`config.mk`:
```
export PLATFORM = sky130hd
export DESIGN_NAME = pipe_ex_mem
export DESIGN_NICKNAME = d
export VERILOG_FILES = /design/src/rtl/pipe_ex_mem.sv
export SDC_FILE = /design/constraint.sdc
export NUM_CORES = 1
export LEC_CHECK = 0
export ABC_AREA = 0
export BUFFER_PORTS_ARGS = -buffer_cell sky130_fd_sc_hd__buf_2
export CORE_ASPECT_RATIO = 1.5
export CORE_MARGIN = 4
export CORE_UTILIZATION = 52
export CTS_BUF_LIST = sky130_fd_sc_hd__clkbuf_8 sky130_fd_sc_hd__clkbuf_16
export DETAILED_ROUTE_END_ITERATION = 8
export HOLD_SLACK_MARGIN = 0.03
export PLACE_DENSITY = 0.92
export SYNTH_ARGS = -nofsm -noshare
export SYNTH_HDL_FRONTEND = slang
export SYNTH_SLANG_ARGS = --single-unit
```
`constraint.sdc`:
```
create_clock -name clk -period 2.5 [get_ports clk]
set_clock_uncertainty 0.1 [all_clocks]
set_input_delay 0 -clock clk [delete_from_list [all_inputs] [get_ports clk]]
set_output_delay 0 -clock clk [all_outputs]
set_load 0.005 [all_outputs]
```
`src/rtl/pipe_ex_mem.sv`:
```
// EX/MEM pipeline register: holds its entry while data memory is busy, turns
// flushed entries into NOP bubbles, freezes on halt, and flags memory timeouts.
module pipe_ex_mem #(
    parameter logic [7:0] STALL_TIMEOUT = 8'd255
) (
    input  logic        clk,
    input  logic        rst,
    input  logic [15:0] ALU_result,
    input  logic [15:0] Data_two,
    input  logic [15:0] bj_write_data,
    input  logic [15:0] instruction,
    input  logic [2:0]  write_sel,
    input  logic        Reg_write,
    input  logic        Mem_read,
    input  logic        Mem_write,
    input  logic        Mem_reg,
    input  logic        Mem_en,
    input  logic        JAL,
    input  logic        halt,
    input  logic        valid_rd,
    input  logic        flush,
    input  logic        mem_stall,
    output logic [15:0] ALU_result_o,
    output logic [15:0] Data_two_o,
    output logic [15:0] bj_write_data_o,
    output logic [15:0] instruction_o,
    output logic [2:0]  write_sel_o,
    output logic        Reg_write_o,
    output logic        Mem_read_o,
    output logic        Mem_write_o,
    output logic        Mem_reg_o,
    output logic        Mem_en_o,
    output logic        JAL_o,
    output logic        halt_o,
    output logic        valid_rd_o,
    output logic        valid_o,
    output logic        stall_o,
    output logic        err_o
);
    localparam logic [15:0] NOP = 16'h0800;

    typedef enum logic [1:0] {
        RUN    = 2'd0,
        WAIT   = 2'd1,
        HALTED = 2'd2
    } state_t;

    typedef struct packed {
        logic [15:0] alu_result;
        logic [15:0] data_two;
        logic [15:0] bj_write_data;
        logic [15:0] instruction;
        logic [2:0]  write_sel;
        logic        reg_write;
        logic        mem_read;
        logic        mem_write;
        logic        mem_reg;
        logic        mem_en;
        logic        jal;
        logic        halt;
        logic        valid_rd;
        logic        valid;
    } entry_t;

    localparam entry_t ENTRY_RST = '{instruction: NOP, default: '0};

    state_t      state_q, state_d;
    entry_t      ent_q, ent_d, ent_in;
    logic [7:0]  cnt_q, cnt_d;
    logic        err_q, err_d;
    logic        mem_hold;
    logic        halt_take;

    // Incoming EX entry, already converted to a bubble when flushed.
    always_comb begin
        // NOTE: every always_comb output gets a default first so no path leaves it unassigned (no latch).
        ent_in = '{
            alu_result:    ALU_result,
            data_two:      Data_two,
            bj_write_data: bj_write_data,
            instruction:   instruction,
            write_sel:     write_sel,
            reg_write:     Reg_write,
            mem_read:      Mem_read,
            mem_write:     Mem_write,
            mem_reg:       Mem_reg,
            mem_en:        Mem_en,
            jal:           JAL,
            halt:          halt,
            valid_rd:      valid_rd,
            valid:         1'b1
        };
        if (flush) begin
            ent_in.instruction = NOP;
            ent_in.reg_write   = 1'b0;
            ent_in.mem_read    = 1'b0;
            ent_in.mem_write   = 1'b0;
            ent_in.mem_en      = 1'b0;
            ent_in.halt        = 1'b0;
            ent_in.jal         = 1'b0;
            ent_in.valid_rd    = 1'b0;
            ent_in.valid       = 1'b0;
        end
    end

    // mem_stall only matters when the held entry is a real memory access.
    assign mem_hold  = (state_q == RUN) && mem_stall && ent_q.mem_en && ent_q.valid;
    assign halt_take = (state_q == RUN) && ent_q.halt && ent_q.valid;

    always_comb begin
        state_d = state_q;
        ent_d   = ent_q;
        cnt_d   = cnt_q;
        err_d   = err_q;
        case (state_q)
            RUN: begin
                if (mem_hold) begin
                    state_d = WAIT;
                    cnt_d   = 8'd1;
                end else if (halt_take) begin
                    // Keep the halt entry in place so halt_o stays visible while frozen.
                    state_d = HALTED;
                end else begin
                    ent_d = ent_in;
                end
            end
            WAIT: begin
                if (cnt_q == STALL_TIMEOUT) err_d = 1'b1;
                if (!mem_stall) begin
                    state_d = RUN;
                    cnt_d   = 8'd0;
                end else if (cnt_q < STALL_TIMEOUT) begin
                    cnt_d = cnt_q + 8'd1;
                end
            end
            HALTED: begin
                state_d = HALTED;
            end
            default: begin
                state_d = RUN;
            end
        endcase
    end

    always_ff @(posedge clk or negedge rst) begin
        // NOTE: sequential state uses non-blocking assignments so all flops update together.
        if (!rst) begin
            state_q <= RUN;
            ent_q   <= ENTRY_RST;
            cnt_q   <= 8'd0;
            err_q   <= 1'b0;
        end else begin
            state_q <= state_d;
            ent_q   <= ent_d;
            cnt_q   <= cnt_d;
            err_q   <= err_d;
        end
    end

    assign ALU_result_o    = ent_q.alu_result;
    assign Data_two_o      = ent_q.data_two;
    assign bj_write_data_o = ent_q.bj_write_data;
    assign instruction_o   = ent_q.instruction;
    assign write_sel_o     = ent_q.write_sel;
    assign Reg_write_o     = ent_q.reg_write;
    assign Mem_read_o      = ent_q.mem_read;
    assign Mem_write_o     = ent_q.mem_write;
    assign Mem_reg_o       = ent_q.mem_reg;
    assign Mem_en_o        = ent_q.mem_en;
    assign JAL_o           = ent_q.jal;
    assign halt_o          = ent_q.halt;
    assign valid_rd_o      = ent_q.valid_rd;
    assign valid_o         = ent_q.valid;
    assign err_o           = err_q;
    assign stall_o         = (state_q == WAIT) || mem_hold || (state_q == HALTED);

endmodule
```
==> impl_metrics.py, run 1 <==
metrics = {
    "global_routing": {
        "grt_pass1_wl_um": 17200,
        "grt_overflow": 0,
        "grt_pass1_vias": 3398,
        "grt_max_degree": 88,
        "grtUsageTotal": 0.254,
        "antenna_found_initial": 0,
    },
    "timing": {
        "post-route-min-period_ns": 1.87,
        "rsz0062_at_grt": "no",
        "fin_tns_setup_ns": 0,
        "worst_slew_pin_slew_ns": 1.06,
        "whs_ns": 0.269,
        "finalCritPeriodShare": 0.749,
        "max_freq_ghz": 0.534,
        "setup_viol": 0,
        "relSlewSlack": 0.291,
        "hold_viol_final": 0,
        "slew_violations": 0,
    },
    "yosys": {
        "synth-edff-count": 0,
        "syn-instance-count": 262,
        "avgSynthCellArea_um2": 14.8,
        "syn_area_um2": 3870,
        "synthTopCellsByArea": "dfrtp_1 (56%), mux2_4 (15%), mux2_2 (10%)",
        "synthArstFlopShare": 1.00,
        "yosys.area.top_type_share": 0.555,
        "synthDistinctLibCells": 42,
        "ys.warnings.count": 0,
        "synth_top_flop_cell": "dfrtp_1",
        "synth_compound_area_frac": 0.0510,
        "ys_seq_area_frac": 0.562,
        "synth-xor-area-share": 0,
        "synth_top_area_cell": "dfrtp_1",
        "muxShareOfSynthArea": 0.260,
        "synthAdderAreaFrac": 0.00323,
        "synth.net_count": 342,
        "synth_top_family_by_area": "multiplexers",
        "ys_seq_elements": 87,
        "synthSimpleGateAreaFrac": 0.0830,
    },
    "cts": {
        "path_clk_slew_ns": 0.09,
        "post_cts_buffers": 0,
        "cts_max_level": 3,
        "cts.sinks": 87,
        "cts_hold_buf": 79,
        "cts.repair.resized": 0,
        "clk_latency_ns": 0.36,
        "clock_path_buffers": 2,
        "cts_tree": "yes",
        "root_buffer": "clkbuf_8",
        "numCtsBuffers": 9,
    },
    "cells_and_area": {
        "antenna_cells": 0,
        "syn_to_final_growth_pct": 45.8,
        "final_cell_mix": "buf_2 (155), dfrtp_1 (86), dlygate4sd3_1 (79), mux2_4 (38), mux2_2 (36)",
        "layout-drive-gt1-share": 0.506,
        "fillCellCount": 452,
        "layout_commonest_cell": "buf_2",
        "fin_nets": 574,
    },
    "setup_path": {
        "worstRegToRegCells": 4,
        "cp_cell_sequence": "nor2_4 -> o21ai_4 -> buf_12 -> mux2_2",
        "startpoint_type": "flop",
        "cp.required_ns": 2.64,
        "critPathSlowestCell": "dfrtp_1",
        "cp.depth": 4,
        "reg2reg_slack_ns": 0.63,
        "worstSetupPathType": "flop to flop",
        "max_stage_delay_ns": 0.60,
        "crit_family": "flip-flops",
        "cp_max_fo": 76,
        "critPathBufInv": 1,
        "worstPathArrival_ns": 2.01,
        "endpoint_kind": "flop",
    },
    "route": {
        "dr.pass1.iters": 4,
        "drc_errors": 0,
        "drtIter0Drc": 212,
        "wl_per_cell_um": 17.9,
        "ant_nets": 0,
        "dr_total_vias": 3035,
        "viasPerCell": 5.08,
        "finalWirelength_um": 10700,
    },
    "placement": {
        "io_buffers": 156,
        "dp_hpwl_um": 6280,
        "gp_congestion": 0.845,
    },
    "worst_hold_path": {
        "hold_class": "primary input to async pin",
    },
    "power_and_ir_drop": {
        "ir_drop_mv": 0.671,
        "cellLeakagePower_nw": 2.88,
        "power_density_nw_per_um2": 1060,
    },
    "floorplan": {
        "io_pins": 157,
        "dieArea_um2": 8930,
        "fp.coreArea_um2": 7230,
        "fp-row-count": 38,
        "fp.dieW_um": 78.5,
        "die_h_um": 114,
        "start_util": 0.536,
    },
    "status": {
        "outcome": "completed",
    },
    "run": {
        "maxCapViolCount": 0,
    },
}
## power by group
group	total [W]	switching (W)	internal, W
Sequential	0.00247	0.000426	0.00204
Combinational	0.00253	0.000967	0.00156
Clock	0.000992	0.000486	0.000506
Total	0.00598	0.00188	0.00410
## cells in the mapped netlist, types with 3 or more instances
library cell	n
inv_1	3
nand3_1	3
nor2_1	3
buf_12	4
nand2_1	5
o41ai_1	3
and4b_1	3
buf_4	3
a31oi_1	5
mux2_2	36
a21oi_1	6
dfrtp_1	86
mux2_4	38
clkbuf_1	4
nor2b_1	23
mux2i_1	3
## flip-flops by register name, summed over array words and instances, names as in the netlist
| register | cells |
|---|---|
| ALU_result_o | 16 |
| Data_two_o | 16 |
| JAL_o | 1 |
| Mem_en_o | 1 |
| Mem_read_o | 1 |
| Mem_reg_o | 1 |
| Mem_write_o | 1 |
| Reg_write_o | 1 |
| bj_write_data_o | 16 |
| cnt_q | 8 |
| err_o | 1 |
| halt_o | 1 |
| instruction_o | 16 |
| state_q | 2 |
| valid_o | 1 |
| valid_rd_o | 1 |
| write_sel_o | 3 |
## per-layer routing
metal  track usage  vias to the layer above  routed length (um)
li1              -                     1395                   -
met1         0.259                     1491                3620
met5             0                        -                   0
met2         0.473                      116                6100
met3        0.0537                       33                 518
met4         0.142                        0                 444
## cell families after synthesis
family,Yosys count
fa+ha+maj,1
flops,87
mux,77
compound gates,27
simple gates,51
buf+inv,19
## layout make-up
type                       count  area [um2]  area share
sequential                    87        2180       0.386
timing repair buffer         236        1590       0.282
multi-input combinational    156        1540       0.272
clock buffer                  11         151      0.0268
tap                          100         125      0.0222
clock inverter                 4        46.3     0.00820
inverter                       4        15.0     0.00266
## final timing paths
path,start,to
setup / recovery,state_q[1]$_DFFE_PN0P_,bj_write_data_o[11]$_DFFE_PN0P_
hold / removal,rst,ALU_result_o[4]$_DFFE_PN0P_
setup reg to reg,state_q[1]$_DFFE_PN0P_,bj_write_data_o[11]$_DFFE_PN0P_
hold reg to reg,err_o$_DFFE_PN0P_,err_o$_DFFE_PN0P_
max in group asynchronous,rst,valid_o$_DFFE_PN0P_
min in group clk,write_sel[2],write_sel_o[2]$_DFFE_PN0P_
## through the flow
step	setup WS [ns]	std cells	cell area (um2)	util	power [W]
3_3_place_gp	0.757	504	4660	0.645	0.00471
2_1_floorplan	0.982	262	3870	-	0.00402
5_1_grt	0.579	598	5650	0.782	0.00632
6_report	0.629	598	5650	0.782	0.00598
3_5_place_dp	0.703	504	4660	0.645	0.00486
4_1_cts	0.689	598	5650	0.782	0.00596
No activity file was read; power rests on OpenSTA's default activity.
==> run 2: changes to the inputs <==
CORE_UTILIZATION = 44   (was 52)
PLACE_DENSITY = 0.84   (was 0.92)
clock period = 1.5 ns   (was 2.5 ns; I/O delays follow)
==> impl_metrics.py, run 2 (synthesis gave the netlist of run 1 again) <==
metrics = {
    "cells_and_area": {
        "fillCellCount": 604,
        "multi_input_area_um2": 1590,
        "syn_to_final_growth_pct": 55.6,
        "utilization": 0.708,
        "layout-drive-gt1-share": 0.539,
        "fin_nets": 591,
        "seq_area_um2": 2180,
        "final_cell_mix": "buf_2 (155), dfrtp_1 (85), dlygate4sd3_1 (77), mux2_4 (41), mux2_2 (33)",
        "layout_commonest_cell": "buf_2",
    },
    "placement": {
        "dp_hpwl_um": 6910,
        "dpl_worst_slack_ns": -0.0364,
        "io_buffers": 156,
        "gp_congestion": 0.884,
    },
    "timing": {
        "post-route-min-period_ns": 1.53,
        "slew_violations": 0,
        "setup_viol": 19,
        "max_freq_ghz": 0.654,
        "finalCritPeriodShare": 1.02,
        "hold_viol_final": 0,
        "rsz0062_at_grt": "yes",
        "relSlewSlack": 0.674,
        "layout_setup_ws_ns": -0.0287,
        "worst_slew_pin_slew_ns": 0.490,
    },
    "route": {
        "wl_per_cell_um": 17.7,
        "viasPerCell": 5.00,
        "ant_nets": 0,
        "finalWirelength_um": 11000,
        "dr_total_vias": 3125,
        "drtIter0Drc": 135,
        "dr.pass1.iters": 4,
        "drc_errors": 0,
    },
    "floorplan": {
        "fp.dieW_um": 84.6,
        "die_h_um": 123,
        "fp-row-count": 41,
        "start_util": 0.455,
        "fp.coreArea_um2": 8520,
        "io_pins": 157,
        "dieArea_um2": 10400,
    },
    "setup_path": {
        "endpoint_kind": "flop",
        "cp_max_fo": 25,
        "cp.required_ns": 1.61,
        "crit_start": "state_q[0]$_DFFE_PN0P_",
        "startpoint_type": "flop",
        "worstPathArrival_ns": 1.64,
        "worstSetupPathType": "flop to flop",
        "r2r_start": "state_q[0]$_DFFE_PN0P_",
    },
    "global_routing": {
        "grt_pass1_vias": 3582,
        "grt_pass1_wl_um": 17400,
        "antenna_found_initial": 0,
        "grtUsageTotal": 0.214,
        "grt_max_degree": 32,
        "grt_overflow": 0,
    },
    "worst_hold_path": {
        "hold_class": "primary input to async pin",
    },
    "power_and_ir_drop": {
        "power_density_nw_per_um2": 1820,
        "ir_drop_mv": 1.06,
        "cellLeakagePower_nw": 3.07,
    },
    "status": {
        "violations": "setup timing",
        "outcome": "finished with violations",
    },
    "cts": {
        "clk_latency_ns": 0.32,
        "numCtsBuffers": 9,
        "root_buffer": "clkbuf_16",
        "path_clk_slew_ns": 0.06,
        "cts_max_level": 3,
        "cts_tree": "yes",
        "cts.sinks": 87,
        "clock_path_buffers": 2,
    },
    "run": {
        "maxCapViolCount": 0,
    },
}
## run 2: changes by cell type in the layout (fill, tap and decap cells not counted), moves of 3 or more
cell and delta:
buf_12 +5, buf_4 +13, clkbuf_16 +9, clkbuf_8 -9, mux2_2 -3, mux2_4 +3
## run 2: final cells by class
cell class                 count  share of cell area
clock buffer                  11              0.0419
timing repair buffer         253               0.296
clock inverter                 5              0.0120
tap                          107              0.0222
antenna                        2            0.000830
inverter                       4             0.00249
sequential                    87               0.361
multi-input combinational    156               0.263
## run 2: metrics by stage
step | instances | instance area (um2) | total power, W | hold slack, ns | setup TNS (ns)
5_1_grt | 623 | 6030 | 0.0116 | 0.0908 | -3.44
6_report | 625 | 6030 | 0.0110 | 0.0622 | -0.251
2_1_floorplan | 262 | 3880 | 0.00671 | -0.396 | -0.415
3_3_place_gp | 528 | 4850 | 0.00814 | -0.113 | -0.0162
3_5_place_dp | 528 | 4850 | 0.00836 | -0.114 | -0.565
4_1_cts | 623 | 6000 | 0.0110 | 0.0564 | -0.384
## run 2: worst paths after layout
path                                                 end  slack, ns  depth (start not counted)
max in group asynchronous   instruction_o[0]$_DFFE_PN0P_       0.67                          3
hold reg to reg            instruction_o[11]$_DFFE_PN1P_       0.38                          2
hold / removal              ALU_result_o[13]$_DFFE_PN0P_       0.06                          2
setup reg to reg              Data_two_o[15]$_DFFE_PN0P_      -0.03                          5
min in group clk                     valid_o$_DFFE_PN0P_       0.07                          2
setup / recovery              Data_two_o[15]$_DFFE_PN0P_      -0.03                          5
## run 2: report_power, final
group,total [W],switching (W),internal [W],leakage [nW]
sequential,0.00401,0.000597,0.00341,1.06
combinational,0.00459,0.00174,0.00286,1.84
clock,0.00239,0.000850,0.00153,0.168
## run 2: routing by layer
| layer | global-route usage | up-vias | wire length, um |
|---|---|---|---|
| li1 | - | 1436 | - |
| met1 | 0.229 | 1543 | 3900 |
| met2 | 0.395 | 117 | 6190 |
| met3 | 0.0520 | 29 | 621 |
| met4 | 0.0970 | 0 | 329 |
| met5 | 0 | - | 0 |
## run 2: what timing repair did
action                                 in CTS  in global routing
gates resized for setup                     5                  8
pin swaps                                   1                  0
setup endpoints to repair                  60                 81
endpoints found under the hold margin     162                  0
hold buffers                               77                  0
buffers inserted                            2                  0
## run 2: critical path: stages, from the launching register on
cell	delay, ns
dfrtp_1	0.42
buf_12	0.13
nor2_4	0.03
o21ai_4	0.11
buf_12	0.25
mux2_2	0.36
